<file path="src/rtl/cpu_pkg.sv">
// Shared CPU definitions: default word width, default stack depth, stack op encoding.
// Latency: n/a (types and constants only).
// Backpressure: n/a.
package cpu_pkg;

   localparam int WORD_WIDTH          = 16;
   localparam int STACK_DEPTH_DEFAULT = 8;

   // Resolved stack operation for one clock edge; illegal requests decode to OP_HOLD.
   typedef enum logic [1:0] {
      OP_HOLD    = 2'd0,
      OP_PUSH    = 2'd1,
      OP_POP     = 2'd2,
      OP_REPLACE = 2'd3
   } stack_op;

endpackage

</file>
<file path="src/rtl/stack_word.sv">
// One WIDTH-bit storage word: load-enabled register with asynchronous clear.
// Latency: d appears on q one clock after an edge with load high.
// Backpressure: none; load is always accepted.
module stack_word #(
   parameter int WIDTH = 16
) (
   input  logic             clock,
   input  logic             reset_n,
   input  logic             load,
   input  logic [WIDTH-1:0] d,
   output logic [WIDTH-1:0] q
);

   // Capture d when loaded; reset clears the word so an empty stack reads zero.
   always_ff @(posedge clock or negedge reset_n) begin
      if (!reset_n) begin
         q <= '0;
      end else if (load) begin
         q <= d;
      end
   end

endmodule

</file>
<file path="src/rtl/register_stack.sv">
// LIFO of DEPTH WIDTH-bit words with occupancy count; optional sticky error flags (REGISTER_STACK_ERR_EN).
// Latency: pushed word / post-pop top visible one clock after the request edge; one op per cycle.
// Backpressure: none; push when full and pop when empty are dropped, leaving state untouched.
module register_stack
   import cpu_pkg::*;
#(
   parameter int WIDTH = WORD_WIDTH,
   parameter int DEPTH = STACK_DEPTH_DEFAULT,
   localparam int CW   = $clog2(DEPTH + 1)
) (
   input  logic             clock,
   input  logic             reset_n,
   input  logic             push,
   input  logic             pop,
   input  logic [WIDTH-1:0] push_data,
   output logic [WIDTH-1:0] top,
   output logic [CW-1:0]    count,
   output logic             empty,
   output logic             full
`ifdef REGISTER_STACK_ERR_EN
   ,
   input  logic             err_clear,
   output logic             err_overflow,
   output logic             err_underflow
`endif
);

   localparam logic [CW-1:0] DEPTH_C = CW'(DEPTH);

   stack_op          op;
   logic [DEPTH-1:0] load;
   logic [WIDTH-1:0] mem [DEPTH];

   assign empty = (count == '0);
   assign full  = (count == DEPTH_C);

   // Resolve push/pop against occupancy; push+pop on empty degrades to a plain push.
   always_comb begin
      op = OP_HOLD;
      if (push && pop) begin
         op = empty ? OP_PUSH : OP_REPLACE;
      end else if (push) begin
         op = full ? OP_HOLD : OP_PUSH;
      end else if (pop) begin
         op = empty ? OP_HOLD : OP_POP;
      end
   end

   // Storage words: push writes slot count, replace rewrites slot count-1 (the current top).
   for (genvar g = 0; g < DEPTH; g++) begin : g_word
      assign load[g] = ((op == OP_PUSH)    && (count == CW'(g))) ||
                       ((op == OP_REPLACE) && (count == CW'(g + 1)));

      stack_word #(
         .WIDTH (WIDTH)
      ) u_word (
         .clock   (clock),
         .reset_n (reset_n),
         .load    (load[g]),
         .d       (push_data),
         .q       (mem[g])
      );
   end

   // Occupancy counter; only legal ops reach here so it cannot wrap.
   always_ff @(posedge clock or negedge reset_n) begin
      if (!reset_n) begin
         count <= '0;
      end else begin
         case (op)
            OP_PUSH: count <= count + CW'(1);
            OP_POP:  count <= count - CW'(1);
            default: count <= count;
         endcase
      end
   end

   // Top multiplexer driven from registered state only; empty falls through to zero.
   always_comb begin
      top = '0;
      for (int i = 0; i < DEPTH; i++) begin
         if (count == CW'(i + 1)) begin
            top = mem[i];
         end
      end
   end

`ifdef REGISTER_STACK_ERR_EN
   logic ovf_evt;
   logic unf_evt;

   assign ovf_evt = push && !pop && full;
   assign unf_evt = pop && !push && empty;

   // Sticky error flags; a same-cycle clear wins over a new set.
   always_ff @(posedge clock or negedge reset_n) begin
      if (!reset_n) begin
         err_overflow  <= 1'b0;
         err_underflow <= 1'b0;
      end else if (err_clear) begin
         err_overflow  <= 1'b0;
         err_underflow <= 1'b0;
      end else begin
         if (ovf_evt) err_overflow  <= 1'b1;
         if (unf_evt) err_underflow <= 1'b1;
      end
   end
`endif

endmodule
</file>
<file path="config.mk">
export PLATFORM = sky130hd
export DESIGN_NAME = register_stack
export DESIGN_NICKNAME = d
export VERILOG_FILES = /design/src/rtl/cpu_pkg.sv /design/src/rtl/stack_word.sv /design/src/rtl/register_stack.sv
export SDC_FILE = /design/constraint.sdc
export NUM_CORES = 1
export LEC_CHECK = 0
export CAP_MARGIN = 10
export CORE_MARGIN = 3
export CORE_UTILIZATION = 46
export DETAILED_ROUTE_END_ITERATION = 8
export PLACE_DENSITY = 0.72
export SKIP_CTS_REPAIR_TIMING = 1
export SYNTH_ARGS = -nofsm -noshare
export SYNTH_HDL_FRONTEND = slang
export SYNTH_HIERARCHICAL = 1
export SYNTH_SLANG_ARGS = --single-unit
</file>
<file path="constraint.sdc">
create_clock -name clock -period 4.9 [get_ports clock]
set_input_delay 1.225 -clock clock [delete_from_list [all_inputs] [get_ports clock]]
set_output_delay 1.225 -clock clock [all_outputs]
set_load 0.01 [all_outputs]
</file>
==> summary.txt, run 1 <==
Largest net degree at the start of global routing - 85
Chip height - 130.4 µm
Fin crit share - 90.92%
CTS tree - built
Row count - 44
Setup CP Type - flop to output pin
Async SR Flop Fraction - 100.0%
Initial antenna violation count - 0
Port bufs - 41
Final hold violation count - 0
Iter 0 DRT Violations - 305
Fill cells - 1229
Die ar. - 17000 µm²
Core area - 14810 µm²
CTS root buf - clkbuf_16
Total of max-cap violations - 0
Post-Route WL - 16720 µm
Most used DFF post-synth - dfrtp_1
Most common cell after layout, fill and taps aside - dfrtp_1
Crit. End Element - output pin
Clock Skew - 13.37 ps
Area of the multi-input gates - 3368 µm²
Critical Path AT - 3230 ps
Int Power - 3.840 mW
Clock tree buffer depth - 2
P_sw - 2.161 mW
Cell count after synthesis - 565
Final #Nets - 620
Mean number of vias per cell - 5.853
Reg area - 3304 µm²
Drt drc - 0
Boundary pin count - 42
Routed WL per cell - 21.19 µm
First-pass GRT wire length - 26940 µm
Netlist Area Pre-Place - 7118 µm²
Final antenna-violating net count - 0
Hold path cells - 1
Outcome - finished, final reports clean
Chip width - 130.4 µm
Post-DP HPWL - 10320 µm
Yosys warning count - 6
Syn avg cell area - 12.60 µm²
Leakage - 3.379 nW
Flops & latches, synth - 132
Crit start category - flop
Worst path max stage delay - 670 ps
RSZ-0062 raised after global routing - no
Distinct cells, synth - 41
Via count - 4618
Most frequent cells in the layout - 131 x dfrtp_1, 80 x mux2_4, 52 x nand2_1, 48 x mux2_2, 40 x clkdlybuf4s50_1
Slew @ Worst Pin - 1066 ps
Sequential power share - 33.3%
Placer Congestion - 0.8734
Worst skew pair latency - 420 ps
Max Freq - 0.2245 GHz
Initial DRT Pass Iterations - 7
Min-delay worst type - flop to flop
Worst R2R Path Depth - 13
CTS H-Tree Depth - 4
Power per cell area - 744.1 nW/µm²
Worst IR Drop VDD - 0.0003329 V
WP depth - 8
Final slew viol count - 0
Switch share - 36.02%
Tmin final - 4455 ps
Setup TNS - 0 ps
Initial Utilization - 48.07%
Global route overflow - 0
CP top delay family - buffers and inverters
CTS buffer count - 17
Clk sinks - 132
Worst-path clk slew - 60 ps
Diodes inserted - 0
Ordered list of cells on the worst path - inv_1, ha_2, buf_4, a21oi_1, o22ai_1, a221oi_2, a211oi_2, clkdlybuf4s50_1
Placed Cells - 758
Layout area overhead - 13.31%
Critical-path maximum fanout - 33
Post-Syn Nets - 592
Vias in the first global route - 4987
Worst slew margin - 28.91%
Share of layout cells above drive strength 1 - 36.20%
Combinational share of power - 45.6%
Crit-path slowest cell - ha_2
Worst Path Required - 3670 ps
Clock share of power - 21.1%
Worst Path Buf+Inv - 3
Post-synth EDFFs - 0
Post-synthesis sequential area ratio - 46.41%
GRT Total Usage - 20.76%
Final setup violation count - 0
Non-Filler Instances - 789
power groups by stage:
stage               logic, mW  clock network (mW)  registers (mW)
floorplan                2.12                   0            1.86
finish                   2.74                1.27            2.00
CTS                      2.74                1.29            1.99
global route             2.95                1.33            2.07
detailed placement       2.71                   0            2.00
global placement         2.63                   0            1.96
cells by family after synthesis:
family,after synthesis,synth area share [%]
compound gates,135,14.38
xor+xnor,4,0.4923
fa+ha+maj,7,1.230
buf+inv,56,6.609
flops,132,46.41
mux,128,24.47
simple gates,103,6.416
registers in the layout, summed over array words and instances (netlist names):
register	count
g_word.u_word/q	128
count	4
worst reg2reg max path, stage by stage, from the launching register on:
cell and delay, ps:
dfrtp_1 450, inv_1 140, ha_1 480, buf_4 310, nand2_1 90, and2_1 230
inv_2 50, ha_1 200, nand2_1 100, nor2_1 110, a31oi_1 60, nor2_2 550
buf_4 340, mux2_4 330
path summary, 6_finish.rpt:
kind / from / slack (ps) / end
min in group asynchronous: reset_n / 990 / g_word[6].u_word/q[10]
max reg2reg: count[0] / 1320 / g_word[3].u_word/q[11]
min reg2reg: g_word[3].u_word/q[1] / 510 / g_word[3].u_word/q[1]
min: g_word[3].u_word/q[1] / 510 / g_word[3].u_word/q[1]
max in group asynchronous: reset_n / 2930 / g_word[1].u_word/q[1]
max: count[0] / 440 / top[6]
layout make-up:
| class | count | share of cell area, % |
|---|---|---|
| Clock inverter | 8 | 1.241 |
| Tap cell | 184 | 2.854 |
| Inverter | 7 | 0.3258 |
| Timing Repair Buffer | 58 | 6.795 |
| Sequential cell | 132 | 40.97 |
| Clock buffer | 23 | 6.050 |
| Multi-Input combinational cell | 377 | 41.76 |
cell usage after synthesis (3+ instances only):
cell      number  area, µm²
nor3_1        15      75.07
a211oi_1       3      22.52
xnor2_1        3      26.28
o21a_1        14      105.1
o21ai_1       17      85.08
a211oi_2      13      162.7
buf_6         11      123.9
mux2_2        48      540.5
a22oi_1        3      22.52
o21ai_0       16      80.08
buf_12         8      160.2
buf_4          7      52.55
ha_1           7      87.58
clkbuf_1       6      22.52
o22ai_1       14      87.58
a221oi_2      15      225.2
nand2_1       52      195.2
dfrtp_1      132       3303
inv_1          5      18.77
nor2_1        25      93.84
mux2_4        80       1201
buf_2         17      85.08
a21oi_1       32      160.2
per-layer routing:
metal	vias to the layer above	routed length, µm	GRT usage (%)
met5	-	0	0
li1	2084	-	-
met2	135	8109	33.43
met4	0	389	9.256
met3	30	788	4.634
met1	2369	7433	26.99
stage by stage:
| stage | setup slack, ps | power (mW) | hold slack (ps) | instance area, µm² | util (%) |
|---|---|---|---|---|---|
| floorplan | 2052 | 3.979 | 472.6 | 7118 | - |
| global placement | 1063 | 4.593 | 487.5 | 7477 | 50.49 |
| detailed placement | 915.0 | 4.713 | 493.7 | 7477 | 50.49 |
| CTS | 450.5 | 6.016 | 508.7 | 8065 | 54.46 |
| global route | 223.9 | 6.354 | 513.7 | 8065 | 54.46 |
| finish | 444.8 | 6.001 | 505.6 | 8065 | 54.46 |
No activity file was read; power rests on OpenSTA's default activity.
==> run 2, diff against run 1 <==
--- a/config.mk
+++ b/config.mk
@@ -7,3 +7,2 @@
 export LEC_CHECK = 0
-export CAP_MARGIN = 10
 export CORE_MARGIN = 3
==> constraint.sdc (replaced) <==
create_clock -name clock -period 4.9 [get_ports clock]
set_input_delay 1.47 -clock clock [delete_from_list [all_inputs] [get_ports clock]]
set_output_delay 1.47 -clock clock [all_outputs]
set_load 0.01 [all_outputs]
==> run 2 against run 1 <==
  * Clock power rose by 9%
  * Register-to-register slack improved by 130 ps
  * Worst hold slack got worse by 4.5 ps
  * Via count rose by 0.11%
  * Largest power group unchanged
  * Cell count rose by 0.63%
  * Sequential power barely moved
  * Routed wire length rose by 0.81%
  * Count of clock-buffer cells in the layout did not move
  * Design area rose by 0.95%
  * Clock skew fell by 4.7 ps
  * Power rose by 2.3%
  * Combinational power barely moved
==> summary.txt, run 2 (synthesis results as in run 1) <==
Worst path max stage delay - 610 ps (was 670 ps)
Clock tree buffer depth - 2 (unchanged)
Clk sinks - 132 (unchanged)
Placer Congestion - 0.8467 (was 0.8734)
Die ar. - 17000 µm² (unchanged)
Combinational share of power - 44.8% (was 45.6%)
Int Power - 3.969 mW (was 3.840 mW)
CP top delay family - buffers and inverters (unchanged)
Min-delay worst type - flop to flop (unchanged)
Clock Skew - 8.648 ps (was 13.37 ps)
Ordered list of cells on the worst path - inv_1, ha_2, nor2_4, a221oi_1, a211oi_1, clkdlybuf4s50_1 (was inv_1, ha_2, buf_4, a21oi_1, o22ai_1, a221oi_2, a211oi_2, clkdlybuf4s50_1)
Crit. End Element - output pin (unchanged)
P_sw - 2.168 mW (was 2.161 mW)
Core area - 14810 µm² (unchanged)
Fin crit share - 92.21% (was 90.92%)
Setup ws final - 381.7 ps (was 444.8 ps)
Final slew viol count - 0 (unchanged)
Slew @ Worst Pin - 973.0 ps (was 1066 ps)
Largest net degree at the start of global routing - 78 (was 85)
Max Freq - 0.2213 GHz (was 0.2245 GHz)
Most common cell after layout, fill and taps aside - dfrtp_1 (unchanged)
Diodes inserted - 0 (unchanged)
Vias in the first global route - 4929 (was 4987)
CP startpoint - count[0] (unchanged)
Total of max-cap violations - 0 (unchanged)
Worst skew pair latency - 420 ps (about the same)
Chip height - 130.4 µm (unchanged)
Initial DRT Pass Iterations - 5 (was 7)
Worst hold start - g_word[0].u_word/q[13] (was g_word[3].u_word/q[1])
Routed WL per cell - 21.23 µm (was 21.19 µm)
Final #Nets - 624 (was 620)
CTS H-Tree Depth - 4 (unchanged)
Worst Path Required - 3430 ps (was 3670 ps)
Final setup violation count - 0 (unchanged)
Worst-path clk slew - 60 ps (about the same)
Clock share of power - 22.4% (was 21.1%)
Post-Route WL - 16860 µm (was 16720 µm)
Via count - 4623 (was 4618)
First-pass GRT wire length - 27540 µm (was 26940 µm)
Critical Path AT - 3050 ps (was 3230 ps)
Drt drc - 0 (unchanged)
Fill cells - 1188 (was 1229)
Sequential power share - 32.7% (was 33.3%)
Biggest register - g_word.u_word/q (unchanged)
Leakage - 3.429 nW (was 3.379 nW)
Number of flip-flops in the largest register - 128 (unchanged)
Worst slew margin - 35.13% (was 28.91%)
Post-DP HPWL - 10750 µm (was 10320 µm)
Most frequent cells in the layout - 131 x dfrtp_1, 80 x mux2_4, 52 x nand2_1, 48 x mux2_2, 40 x clkdlybuf4s50_1 (unchanged)
Boundary pin count - 42 (unchanged)
Crit start category - flop (unchanged)
CTS buffer count - 17 (unchanged)
Share of layout cells above drive strength 1 - 36.23% (was 36.20%)
Row count - 44 (unchanged)
Initial antenna violation count - 0 (unchanged)
Critical-path maximum fanout - 23 (was 33)
Worst IR Drop VDD - 0.0004169 V (was 0.0003329 V)
Crit-path slowest cell - clkdlybuf4s50_1 (was ha_2)
CTS root buf - clkbuf_16 (unchanged)
Mean number of vias per cell - 5.822 (was 5.853)
GRT Total Usage - 21.27% (was 20.76%)
Chip width - 130.4 µm (unchanged)
Iter 0 DRT Violations - 313 (was 305)
RSZ-0062 raised after global routing - no (unchanged)
Switch share - 35.33% (was 36.02%)
Final hold violation count - 0 (unchanged)
Port bufs - 41 (unchanged)
Initial Utilization - 48.07% (unchanged)
Setup TNS - 0 ps (unchanged)
Place WS - 872.5 ps (was 915.0 ps)
Power per cell area - 753.8 nW/µm² (was 744.1 nW/µm²)
Worst r2r src - count[0] (unchanged)
CTS tree - built (unchanged)
Outcome - finished, final reports clean (unchanged)
Layout area overhead - 14.38% (was 13.31%)
Setup CP Type - flop to output pin (unchanged)
Global route overflow - 0 (unchanged)
Biggest regs - g_word.u_word/q x128, count x4 (unchanged)
Worst Path Buf+Inv - 2 (was 3)
Tmin final - 4518 ps (was 4455 ps)
Final antenna-violating net count - 0 (unchanged)
[run 2: cell types whose count changed in the layout (fill, tap and decap cells not counted)]
| cell | delta |
|---|---|
| buf_4 | +4 |
| clkbuf_8 | -3 |
| clkinvlp_4 | -3 |
| clkbuf_1 | +3 |
| bufinv_16 | +3 |
| clkinv_4 | +1 |
[run 2: power groups by stage]
stage	Clock, mW	Sequential [mW]	Combinational, mW
after floorplan	0	1.86	2.12
after global placement	0	1.98	2.65
after detailed placement	0	2.00	2.74
after CTS	1.40	2.00	2.76
after global routing	1.45	2.08	2.97
final	1.38	2.01	2.75
[run 2: final timing paths]
path | end | slack (ps) | cells after the start
setup / recovery | top[15] | 380 | 6
max in group asynchronous | g_word[4].u_word/q[3] | 2790 | 2
min in group asynchronous | g_word[7].u_word/q[10] | 1210 | 1
hold reg to reg | g_word[0].u_word/q[13] | 500 | 1
setup reg to reg | g_word[4].u_word/q[12] | 1450 | 10
hold / removal | g_word[0].u_word/q[13] | 500 | 1
[run 2: layer usage]
layer,global-route usage (%),routed length [µm],vias up
met5,0,0,-
met4,8.227,368,0
met3,5.163,978,31
met2,33.19,8039,143
met1,28.86,7470,2347
li1,-,-,2102
[run 2: area by class of cell]
type | instances | area [µm²] | share of cell area, %
multi-input cells | 377 | 3368 | 41.37
flip-flops and latches | 132 | 3304 | 40.59
clock buffers | 23 | 457.9 | 5.625
well taps | 184 | 230.2 | 2.828
clock inverters | 9 | 176.4 | 2.167
inverters | 7 | 26.28 | 0.3227
repair buffers | 62 | 578.1 | 7.100
[run 2: stage by stage]
step	hold slack [ps]	total power, mW	util [%]	instances	cell area [µm²]
2_1_floorplan	472.6	3.979	-	565	7118
3_3_place_gp	485.6	4.631	50.69	762	7507
3_5_place_dp	489.0	4.742	50.69	762	7507
4_1_cts	502.1	6.163	54.98	794	8142
5_1_grt	516.5	6.501	54.98	794	8142
6_report	501.2	6.137	54.98	794	8142
[run 2: worst reg2reg max path, cell delays in order, from the launching register on]
cell and delay [ps]:
dfrtp_1 460, inv_1 120, ha_1 370, nand2_1 130
buf_4 350, o31a_1 230, ha_1 280, a22oi_1 140
nor2_2 580, buf_4 350, mux2_4 320
